`config.mk`:
```
export PLATFORM = sky130hd
export DESIGN_NAME = nor_bist_ctrl_flat
export DESIGN_NICKNAME = d
export VERILOG_FILES = /design/src/rtl/nor_bist_pkg.sv /design/src/rtl/nor_bist_ctrl_if.sv /design/src/rtl/nor_bist_timer.sv /design/src/rtl/nor_bist_ctrl.sv /design/src/flat_wrapper.sv
export SDC_FILE = /design/constraint.sdc
export NUM_CORES = 1
export LEC_CHECK = 0
export ABC_AREA = 1
export BUFFER_PORTS_ARGS = -buffer_cell sky130_fd_sc_hd__buf_2
export CORE_UTILIZATION = 57
export DETAILED_ROUTE_END_ITERATION = 8
export HOLD_SLACK_MARGIN = 0.12
export PLACE_DENSITY = 0.88
export SYNTH_ARGS = -nofsm -noshare
export SYNTH_HDL_FRONTEND = slang
export SYNTH_SLANG_ARGS = --single-unit
```
`constraint.sdc`:
```
create_clock -name clk -period 2.95 [get_ports clk]
set_input_delay 0.59 -clock clk [delete_from_list [all_inputs] [get_ports clk]]
set_output_delay 0.59 -clock clk [all_outputs]
set_load 0.02 [all_outputs]
```
`src/rtl/nor_bist_pkg.sv`:
```
// rtl/nor_bist_pkg.sv - shared types and helpers for the NOR gate BIST sequencer
// Contents:
//   MAX_N_IN     largest supported NOR input count
//   state_e      sequencer states
//   nor_expected golden NOR response for a vector (upper bits must be zero)
package nor_bist_pkg;

    localparam int MAX_N_IN = 8;

    typedef enum logic [1:0] {
        ST_IDLE   = 2'd0,
        ST_APPLY  = 2'd1,
        ST_CHECK  = 2'd2,
        ST_FINISH = 2'd3
    } state_e;

    function automatic logic nor_expected(input logic [MAX_N_IN-1:0] vec);
        return ~(|vec);
    endfunction

endpackage

```
`src/rtl/nor_bist_ctrl_if.sv`:
```
// rtl/nor_bist_ctrl_if.sv - control, status and gate-side signals of the NOR BIST sequencer
// Signals:
//   start       run request from the host
//   dut_in      vector driven to the gate under test
//   dut_out     gate response
//   busy/done   run status, done is a one-cycle pulse
//   pass, err_cnt, first_fail, fail_seen  run results
// Modports:
//   slave  - the sequencer
//   master - host plus gate under test
interface nor_bist_ctrl_if #(
    parameter int N_IN = 2
);

    logic            start;
    logic [N_IN-1:0] dut_in;
    logic            dut_out;
    logic            busy;
    logic            done;
    logic            pass;
    logic [N_IN:0]   err_cnt;
    logic [N_IN-1:0] first_fail;
    logic            fail_seen;

    modport slave (
        input  start,
        input  dut_out,
        output dut_in,
        output busy,
        output done,
        output pass,
        output err_cnt,
        output first_fail,
        output fail_seen
    );

    modport master (
        output start,
        output dut_out,
        input  dut_in,
        input  busy,
        input  done,
        input  pass,
        input  err_cnt,
        input  first_fail,
        input  fail_seen
    );

endinterface

```
`src/rtl/nor_bist_timer.sv`:
```
// rtl/nor_bist_timer.sv - settle counter holding each vector for SETTLE cycles
// Ports:
//   clk, rst  clock and synchronous active-high reset
//   load      restart the count from zero
//   tick      count one settle cycle
//   expired   high on the tick that completes the SETTLE-th cycle
module nor_bist_timer #(
    parameter int SETTLE = 1
) (
    input  logic clk,
    input  logic rst,
    input  logic load,
    input  logic tick,
    output logic expired
);

    localparam int CW = (SETTLE < 2) ? 1 : $clog2(SETTLE);

    logic [CW-1:0] cnt_q;
    logic [CW-1:0] cnt_d;

    // Count runs 0..SETTLE-1; the last APPLY cycle is the one where it
    // already sits at SETTLE-1.
    assign expired = tick && (cnt_q == CW'(SETTLE - 1));

    always_comb begin
        cnt_d = cnt_q;
        if (load) begin
            cnt_d = '0;
        end else if (tick && !expired) begin
            cnt_d = cnt_q + CW'(1);
        end
    end

    always_ff @(posedge clk) begin
        if (rst) begin
            cnt_q <= '0;
        end else begin
            cnt_q <= cnt_d;
        end
    end

endmodule

```
`src/rtl/nor_bist_ctrl.sv`:
```
// rtl/nor_bist_ctrl.sv - BIST sequencer sweeping all vectors of an external N-input NOR gate
// Ports:
//   clk  rising-edge clock
//   rst  synchronous active-high reset, aborts a run silently
//   bus  nor_bist_ctrl_if slave: start, dut_in/dut_out, busy, done, pass,
//        err_cnt, first_fail, fail_seen
// Each vector is held SETTLE cycles in APPLY, then the gate output is
// compared against ~|vec in a single CHECK cycle.
module nor_bist_ctrl
    import nor_bist_pkg::*;
#(
    parameter int N_IN   = 2,
    parameter int SETTLE = 1
) (
    input  logic              clk,
    input  logic              rst,
    nor_bist_ctrl_if.slave    bus
);

    // One extra bit so the terminal compare never sees a wrapped counter.
    localparam int unsigned LAST_VEC_I = (1 << N_IN) - 1;
    localparam logic [N_IN:0] LAST_VEC = LAST_VEC_I[N_IN:0];

    state_e          state_q, state_d;
    logic [N_IN:0]   vec_q, vec_d;
    logic [N_IN:0]   err_cnt_q, err_cnt_d;
    logic [N_IN-1:0] first_fail_q, first_fail_d;
    logic            fail_seen_q, fail_seen_d;
    logic            pass_q, pass_d;

    logic timer_load;
    logic timer_tick;
    logic timer_expired;
    logic last_vec;
    logic mismatch;

    assign last_vec = (vec_q == LAST_VEC);
    assign mismatch = (bus.dut_out != nor_expected(MAX_N_IN'(vec_q[N_IN-1:0])));

    nor_bist_timer #(
        .SETTLE (SETTLE)
    ) u_timer (
        .clk     (clk),
        .rst     (rst),
        .load    (timer_load),
        .tick    (timer_tick),
        .expired (timer_expired)
    );

    // State register
    always_ff @(posedge clk) begin
        if (rst) begin
            state_q <= ST_IDLE;
        end else begin
            state_q <= state_d;
        end
    end

    // Next-state logic
    always_comb begin
        state_d = state_q;
        case (state_q)
            ST_IDLE:   if (bus.start)    state_d = ST_APPLY;
            ST_APPLY:  if (timer_expired) state_d = ST_CHECK;
            ST_CHECK:  state_d = last_vec ? ST_FINISH : ST_APPLY;
            ST_FINISH: state_d = ST_IDLE;
            default:   state_d = ST_IDLE;
        endcase
    end

    // Outputs decoded from state; dut_in is forced to 0 outside the sweep
    always_comb begin
        bus.dut_in  = '0;
        bus.busy    = 1'b0;
        bus.done    = 1'b0;
        timer_load  = 1'b0;
        timer_tick  = 1'b0;
        case (state_q)
            ST_IDLE: begin
                timer_load = bus.start;
            end
            ST_APPLY: begin
                bus.dut_in = vec_q[N_IN-1:0];
                bus.busy   = 1'b1;
                timer_tick = 1'b1;
            end
            ST_CHECK: begin
                bus.dut_in = vec_q[N_IN-1:0];
                bus.busy   = 1'b1;
                timer_load = !last_vec;
            end
            ST_FINISH: begin
                bus.done = 1'b1;
            end
            default: ;
        endcase
    end

    // Vector counter and result bookkeeping
    always_comb begin
        vec_d        = vec_q;
        err_cnt_d    = err_cnt_q;
        first_fail_d = first_fail_q;
        fail_seen_d  = fail_seen_q;
        pass_d       = pass_q;
        case (state_q)
            ST_IDLE: begin
                if (bus.start) begin
                    vec_d        = '0;
                    err_cnt_d    = '0;
                    first_fail_d = '0;
                    fail_seen_d  = 1'b0;
                    pass_d       = 1'b0;
                end
            end
            ST_CHECK: begin
                if (mismatch) begin
                    err_cnt_d = err_cnt_q + 1'b1;
                    if (!fail_seen_q) begin
                        first_fail_d = vec_q[N_IN-1:0];
                        fail_seen_d  = 1'b1;
                    end
                end
                // pass is captured together with the final count so it is
                // already valid in the FINISH (done) cycle.
                if (last_vec) begin
                    pass_d = (err_cnt_d == '0);
                end else begin
                    vec_d = vec_q + 1'b1;
                end
            end
            default: ;
        endcase
    end

    always_ff @(posedge clk) begin
        if (rst) begin
            vec_q        <= '0;
            err_cnt_q    <= '0;
            first_fail_q <= '0;
            fail_seen_q  <= 1'b0;
            pass_q       <= 1'b0;
        end else begin
            vec_q        <= vec_d;
            err_cnt_q    <= err_cnt_d;
            first_fail_q <= first_fail_d;
            fail_seen_q  <= fail_seen_d;
            pass_q       <= pass_d;
        end
    end

    assign bus.pass       = pass_q;
    assign bus.err_cnt    = err_cnt_q;
    assign bus.first_fail = first_fail_q;
    assign bus.fail_seen  = fail_seen_q;

endmodule

```
`src/flat_wrapper.sv`:
```
// flat-port wrapper written by rule: the top's interface ports become plain ports
module nor_bist_ctrl_flat import nor_bist_pkg::*;
#(
    parameter int N_IN   = 2,
    parameter int SETTLE = 1
)
  (clk, rst, bus_start, bus_dut_out, bus_dut_in, bus_busy, bus_done, bus_pass, bus_err_cnt, bus_first_fail, bus_fail_seen);
  nor_bist_ctrl_if #(.N_IN(N_IN)) bus_i ();
  input  logic clk;
  input  logic rst;
  input wire logic [$bits(bus_i.start)-1:0] bus_start;
  input wire logic [$bits(bus_i.dut_out)-1:0] bus_dut_out;
  output wire logic [$bits(bus_i.dut_in)-1:0] bus_dut_in;
  output wire logic [$bits(bus_i.busy)-1:0] bus_busy;
  output wire logic [$bits(bus_i.done)-1:0] bus_done;
  output wire logic [$bits(bus_i.pass)-1:0] bus_pass;
  output wire logic [$bits(bus_i.err_cnt)-1:0] bus_err_cnt;
  output wire logic [$bits(bus_i.first_fail)-1:0] bus_first_fail;
  output wire logic [$bits(bus_i.fail_seen)-1:0] bus_fail_seen;
  assign bus_i.start = bus_start;
  assign bus_i.dut_out = bus_dut_out;
  assign bus_dut_in = bus_i.dut_in;
  assign bus_busy = bus_i.busy;
  assign bus_done = bus_i.done;
  assign bus_pass = bus_i.pass;
  assign bus_err_cnt = bus_i.err_cnt;
  assign bus_first_fail = bus_i.first_fail;
  assign bus_fail_seen = bus_i.fail_seen;
  nor_bist_ctrl #(.N_IN(N_IN), .SETTLE(SETTLE)) u_core (.clk(clk), .rst(rst), .bus(bus_i));
endmodule
```
After elaboration in Yosys (flattened, before gate mapping) --
Cells that the tools add are included.
Word-level totals: logic and storage cells 63, input port bits 4, output and inout bits 11, register bits after elaboration 13
Operators by class: equality and inequality tests 11, reductions and logical operators 16, bitwise operators 2, muxes and demuxes 24, add/subtract/negate cells 3
Operators by type and width (number):
- two-way mux 2 bit | 7
- two-way mux 3 bit | 4
- one-hot mux 3 bit (2 select lines) | 2
- AND reduction 3 bit | 3
- != test 2 bit (second input constant) | 4
- one-hot mux 2 bit (4 select lines) | 1
- adder 3 x 1 -> 3 bit (second input constant) | 2
- two-way mux 1 bit | 6
- one-hot mux 1 bit (2 select lines) | 3
- OR reduction 2 bit | 3
- equality test 2 bit (second input constant) | 2
- != test 2 x 1 -> 1 bit (second input constant) | 2
- one-hot mux 2 bit (2 select lines) | 1
- AND reduction 2 bit | 2
- AND reduction 4 bit | 1
- equality test 3 x 2 -> 1 bit (second input constant) | 1
- zero test 3 bit | 1
- equality test 2 x 1 -> 1 bit (second input constant) | 1
- logical AND 1 bit | 2
- zero test 1 bit | 2
- zero test 2 bit | 1
- NOT 1 bit | 2
- nonzero test 2 bit | 1
- adder 1 bit (second input constant) | 1
- != test 1 bit | 1

Depth between registers and ports, before layout --
Gate-level depths: netlist of run 1.
word-level depth 8, mapped depth 11, depth with buffers taken out 11

Cells and area by module --
Synthesis of run 1 repeated with hierarchy kept, for this count alone.
Second synthesis, totals: cell total of the unflattened synthesis 118, area, all modules 820.8 um^2
Modules (own cells, without submodules):
- nor_bist_ctrl | seq. area each 240.2 um^2, area an instance 774.5 um^2, instances 1, cells an instance 110
- nor_bist_timer | seq. area each 20.0 um^2, area an instance 46.3 um^2, instances 1, cells an instance 8

Least setup slack after synthesis of run 1 --
OpenSTA, ideal clock, no wires.
kind flip-flop to output port, start reg u_core.state_q[0], end out bus_dut_in[0], buffers on the path 0, required time 2.360 ns, path slack 1.315 ns, data arrival time 1.045 ns, cell stages (with the launch flop) 5, path through dfxtp_1 inv_1 ha_1 nand2_1 inv_1
Between the ends: longest elaborated chain between the ends 3, elaborated cells on any way between the ends 4, classes of those cells eq/ne (2); mux (1); reduce/logical (1)
RTL lines:
- from (decl) | RTL line nor_bist_ctrl.sv:24 | state_e state_q, state_d;
- from (signal assigned) | RTL line nor_bist_ctrl.sv:55 | state_q <= state_d;
- equality test 2 x 1 -> 1 bit or equality test 2 bit (tied branches) | RTL line nor_bist_ctrl.sv:78 | case (state_q)
- OR reduction 2 bit (no line) (*)
- two-way mux 2 bit (*) | RTL line nor_bist_ctrl.sv:78
- to (decl) | RTL line flat_wrapper.sv:13 | output wire logic [$bits(bus_i.dut_in)-1:0] bus_dut_in;
Every way passes the cells marked *; elsewhere a longest branch is shown, timed or not.

Worst setup path after layout of run 1 --
Same ends and word-level chain as after synthesis.

==> impl_metrics.yaml, run 1 <==
timing:
  worst_pin_slew_ns: 0.340
  finalHoldViolations: 0
  finalCritPeriodShare_pct: 65.9
  maxSlewHeadroom_pct: 77.3
  rsz0062_at_grt: "no"
  fin_setup_tns_ns: 0
  clock_skew_ns: 0.0104
  fmax_mhz: 514
  whs_ns: 0.465
  period_needed_ns: 1.94
  setup_violations: 0
  final_max_slew_viol_count: 0
route:
  routed_via_density: 5.16
  wl_met2_um: 848
  drc: 0
  postRouteAntennaNets: 0
  drt-met1-wl_um: 716
  highest_layer: "met4"
  drt-pass1-iter-count: 4
  avgRoutedWirePerCell_um: 10.6
  routed_wirelength_um: 1640
  dr_wl_met3_um: 56
  num_vias: 794
  drt_iter0_markers: 17
power_and_ir_drop:
  power.internal_uw: 304
  vdd_drop_max_uv: 367
  p_total_uw: 506
  power_switching_uw: 202
  p_per_area_mw_per_mm2: 555
  sw_frac_of_total_pct: 39.9
  seq_power_share_pct: 40.1
  power_frac_clock_pct: 21.2
  combPwrFrac_pct: 38.7
  cellLeakagePower_nw: 0.498
global_route:
  antenna_found_initial: 0
  grt_max_degree: 12
  grt-ovfl-total: 0
  grt_pass1_vias: 614
  grt_first_pass_wirelength_um: 2530
  grt_usage_pct: 24.7
clock_tree:
  worstSkewPairLatency_ns: 0.27
  cts_setup_buffers: 0
  clock-sinks: 13
  cts_max_path_buffers: 2
  cts_resized: 0
  cts_tree: "yes"
  h-tree-depth: 1
  cts-buffers-inserted: 3
  cts_hold_buf: 0
  clockRootBuffer: "clkbuf_4"
  path_clk_slew_ns: 0.08
floorplanning:
  rows: 13
  dieWidth_um: 39.6
  io_pins: 15
  core_mm2: 0.00130
  initial_utilization_pct: 62.0
  fp.dieH_um: 39.6
  dieArea_mm2: 0.00157
logic_synthesis:
  synthAdderAreaFrac_pct: 12.4
  synth-seq-cells: 13
  yosysWarnings: 0
  syn_nets: 135
  synth.area.mux_share_pct: 0
  synth_compound_area_share_pct: 11.8
  ys_types: 17
  syn_inst: 123
  seq_area_frac_synth_pct: 32.2
  postSynthAreaPerCell_um2: 6.56
  synth_area_um2: 807
  synthSimpleGateAreaFrac_pct: 31.5
  synth_top_family_by_area: "simple AND/OR/NAND/NOR gates"
  synthXorXnorAreaFrac_pct: 0
critical_path:
  criticalPathCategory: "flip-flop to primary output"
  max_stage_delay_ns: 0.39
  cp_common_cell: "inv_1"
  path_cells: "inv_1 > ha_1 > nand2_1 > inv_1 > buf_2"
  critPathTopFamily: "flip-flops"
  cp-end-kind: "primary output"
  critPathBufInv: 3
  cp.required_ns: 2.36
  critPathArrivalTime_ns: 1.35
  path_max_fanout: 4
  crit_slowest_cell: "dfxtp_1"
  crit_path_start_kind: "flip-flop"
cells_and_area:
  layout_commonest_cell: "nand2_1"
  area_growth_pct: 12.9
  seq_area_um2: 260
  drive_gt1_share_pct: 13.7
  nFillCells: 118
  diodes: 0
  multi_input_area_um2: 449
  nNetsFinal: 152
  layout_common_cells: "nand2_1, inv_1, buf_2, dfxtp_1"
place:
  io_buffers: 14
  gp_congestion: 0.816
  dp_hpwl_um: 1260
min_path:
  min_path_type: "flip-flop to flip-flop"
run_status:
  status: "complete, no violations"
run:
  timing.max_cap.violations: 0
-- worst reg2reg max path, cell delays in order, from the launching register on --
cell and delay, ns:
dfxtp_1 0.35, inv_1 0.10, ha_1 0.36, nor2_2 0.11
a21oi_4 0.23, nand2_1 0.08, nand2_1 0.06, inv_1 0.03
nor2_1 0.09, nor2_1 0.04
-- synth_stat cells --
cell type / n / area [µm²]
nand2_1: 44 / 165
inv_1: 23 / 86.3
dfxtp_1: 13 / 260
a21oi_1: 8 / 40.0
ha_1: 8 / 100
nand3_1: 8 / 40.0
nor2_1: 6 / 22.5
a31oi_1: 2 / 12.5
nand4_1: 2 / 12.5
o21ai_0: 2 / 10.0
a211oi_1: 1 / 7.51
a21oi_4: 1 / 16.3
a221oi_1: 1 / 8.76
buf_4: 1 / 7.51
clkbuf_1: 1 / 3.75
nand3b_1: 1 / 7.51
nor2_2: 1 / 6.26
-- layer usage --
metal  GRT usage (%)  vias to the layer above
met5               0                        -
met4            7.76                        0
met3            6.82                        2
met2            43.0                       20
met1            28.7                      355
li1                -                      417
-- area by class of cell --
type,count,area share (%)
well taps,15,2.06
clock buffers,4,2.88
inverters,23,9.48
repair buffers,14,7.69
multi-input cells,85,49.3
flip-flops and latches,13,28.6
-- power groups by stage --
stage / Clock, mW / Sequential, mW / Combinational [mW]
floorplan: 0 / 0.207 / 0.153
global placement: 0 / 0.205 / 0.187
detailed placement: 0 / 0.206 / 0.194
CTS: 0.109 / 0.202 / 0.195
global route: 0.118 / 0.205 / 0.220
finish: 0.107 / 0.203 / 0.196
-- flip-flops by register name, summed over array words and instances (netlist names) --
| name | cells |
|---|---|
| u_core.bus.fail_seen | 1 |
| u_core.bus.first_fail | 2 |
| u_core.state_q | 2 |
| u_core.u_timer.cnt_q | 1 |
| u_core.bus.err_cnt | 3 |
| u_core.vec_q | 3 |
| u_core.bus.pass | 1 |
-- per-stage QoR --
step	utilization, %	std cells	setup WS, ns	area [µm²]
detailed placement	68.0	150	1.31	885
global route	70.0	154	0.927	911
CTS	70.0	154	1.00	911
global placement	68.0	150	1.37	885
finish	70.0	154	1.01	911
floorplan	-	123	1.31	807
-- worst paths after layout --
kind	endpoint	slack (ns)	cells after the start	start
max	bus_dut_in[0]	1.01	5	u_core.state_q[0]
min	u_core.bus.first_fail[1]	0.46	2	u_core.bus.first_fail[1]
max reg2reg	u_core.bus.pass	1.38	9	u_core.state_q[0]
min reg2reg	u_core.bus.first_fail[1]	0.46	2	u_core.bus.first_fail[1]
-- kinds of logic (layout without fill, tap and decap cells) --
kind of cell    after synthesis  after routing
compound gates               15             15
fa+ha+maj                     8              8
buf+inv                      25             41
flops                        13             13
simple gates                 62             62
No activity file was read; power rests on OpenSTA's default activity.
==> run 2: changes to the inputs <==
- ABC_AREA: 1 -> 0
- CORE_UTILIZATION: 57 -> 53
- PLACE_DENSITY: 0.88 -> 0.82
- clock period: 2.95 -> 1.94 ns (I/O delays scaled with it)
==> impl_metrics.yaml, run 2 <==
timing:
  worst_pin_slew_ns: 0.458
  fmax_mhz: 562
  finalCritPeriodShare_pct: 91.7
  fin_setup_tns_ns: 0
  finalHoldViolations: 0
  setup_violations: 0
  rsz0062_at_grt: "no"
  maxSlewHeadroom_pct: 69.3
  final_max_slew_viol_count: 0
  clock_skew_ns: 0.000653
  period_needed_ns: 1.78
logic_synthesis:
  synth-edff-count: 0
  seq_area_frac_synth_pct: 31.6
  synth_top_area_cell: "dfxtp_1"
  syn_nets: 112
  syn_inst: 100
  synth-main-ff-cell: "dfxtp_1"
  ys_types: 33
  yosys.cell_count.top_type: "dfxtp_1"
  synth-seq-cells: 13
  synthTopCellsByArea: "dfxtp_1, ha_1, a21oi_1"
  synth_common_cells: "dfxtp_1, a21oi_1, ha_1, inv_1, nand3_1"
  synth_area_um2: 825
  yosysWarnings: 0
  postSynthAreaPerCell_um2: 8.25
  async_reset_ff_share_pct: 0
  synth_top_area_share_pct: 31.6
power_and_ir_drop:
  cellLeakagePower_nw: 0.399
  vdd_drop_max_uv: 525
  p_per_area_mw_per_mm2: 682
critical_path:
  cp.required_ns: 1.55
  crit_slowest_cell: "dfxtp_1"
  max_stage_delay_ns: 0.40
  r2r_start: "u_core.vec_q[1]"
  path_cells: "inv_1 > ha_1 > and2_1 > buf_2"
  cp-end-kind: "primary output"
  critPathArrivalTime_ns: 1.39
  path_max_fanout: 5
  startpoint: "u_core.state_q[0]"
  crit_path_start_kind: "flip-flop"
  critPathTopFamily: "flip-flops"
  criticalPathCategory: "flip-flop to primary output"
  critPathBufInv: 2
run_status:
  status: "complete, no violations"
route:
  drc: 0
  num_vias: 728
  avgRoutedWirePerCell_um: 13.3
  routed_wirelength_um: 1720
  postRouteAntennaNets: 0
  drt-pass1-iter-count: 4
  routed_via_density: 5.60
  drt_iter0_markers: 21
clock_tree:
  cts_hold_buf: 0
  cts_resized: 0
  worstSkewPairLatency_ns: 0.27
  path_clk_slew_ns: 0.08
  cts-buffers-inserted: 3
  cts_max_path_buffers: 2
  clock-sinks: 13
  clockRootBuffer: "clkbuf_4"
  cts_setup_buffers: 0
  h-tree-depth: 1
  cts_tree: "yes"
global_route:
  grt_usage_pct: 20.9
  grt_first_pass_wirelength_um: 2880
  grt_max_degree: 14
  grt-ovfl-total: 0
  antenna_found_initial: 0
  grt_pass1_vias: 674
place:
  io_buffers: 14
  gp_congestion: 0.781
  dp_hpwl_um: 1260
floorplanning:
  initial_utilization_pct: 60.3
  io_pins: 15
  core_mm2: 0.00137
  dieWidth_um: 41.4
  dieArea_mm2: 0.00172
  rows: 13
  fp.dieH_um: 41.4
cells_and_area:
  layout_commonest_cell: "buf_2"
  final_util_pct: 67.5
  diodes: 0
  drive_gt1_share_pct: 20.9
  layout_common_cells: "buf_2, dfxtp_1, a21oi_1, inv_1, ha_1"
  area_growth_pct: 11.8
  nNetsFinal: 128
run:
  timing.max_cap.violations: 0
min_path:
  holdCritStartpoint: "rst"
  min_path_type: "primary input to flip-flop"
[run 2: metrics by stage]
step           setup WS [ns]  power [mW]  hold slack (ns)  cells  instance area [µm²]
6_report               0.162       0.629            0.438    130                  922
5_1_grt               0.0658       0.666            0.446    130                  922
4_1_cts                0.146       0.632            0.443    130                  922
3_5_place_dp           0.274       0.462            0.470    126                  896
3_3_place_gp           0.316       0.459            0.466    126                  896
2_1_floorplan          0.398       0.423            0.456    100                  825
[run 2: logic make-up after synthesis]
logic type,synth area share [%]
XOR/XNOR,5.01
adder cells (fa/ha/maj),12.1
buffers and inverters,6.68
AO/OA/AOI/OAI,19.3
flip-flops,31.6
AND/OR/NAND/NOR,24.1
multiplexers,1.21
[run 2: layout make-up]
type                    count  area, µm²
multi-input cells          75        509
fillers                   110        444
flip-flops and latches     13        260
repair buffers             15       77.6
inverters                   8       30.0
clock buffers               4       26.3
well taps                  15       18.8
[run 2: worst paths after layout]
check        slack [ns]                  endpoint  cells past startpoint
max                0.16             bus_dut_in[0]                      4
min                0.44           u_core.vec_q[1]                      2
max reg2reg        0.25     u_core.bus.err_cnt[2]                      6
min reg2reg        0.49  u_core.bus.first_fail[0]                      2
[run 2: report_power, final]
part	internal, mW	total (mW)	switching (mW)
Sequential	0.277	0.289	0.0121
Clock	0.0795	0.170	0.0903
Combinational	0.0581	0.170	0.112
Total	0.415	0.629	0.214
[run 2: per-layer routing]
layer / vias to the layer above / track usage [%] / wire length (µm)
met4: 0 / 3.87 / 17
met1: 331 / 28.6 / 847
met3: 2 / 3.91 / 54
met5: - / 0 / 0
li1: 379 / - / -
met2: 16 / 34.4 / 803
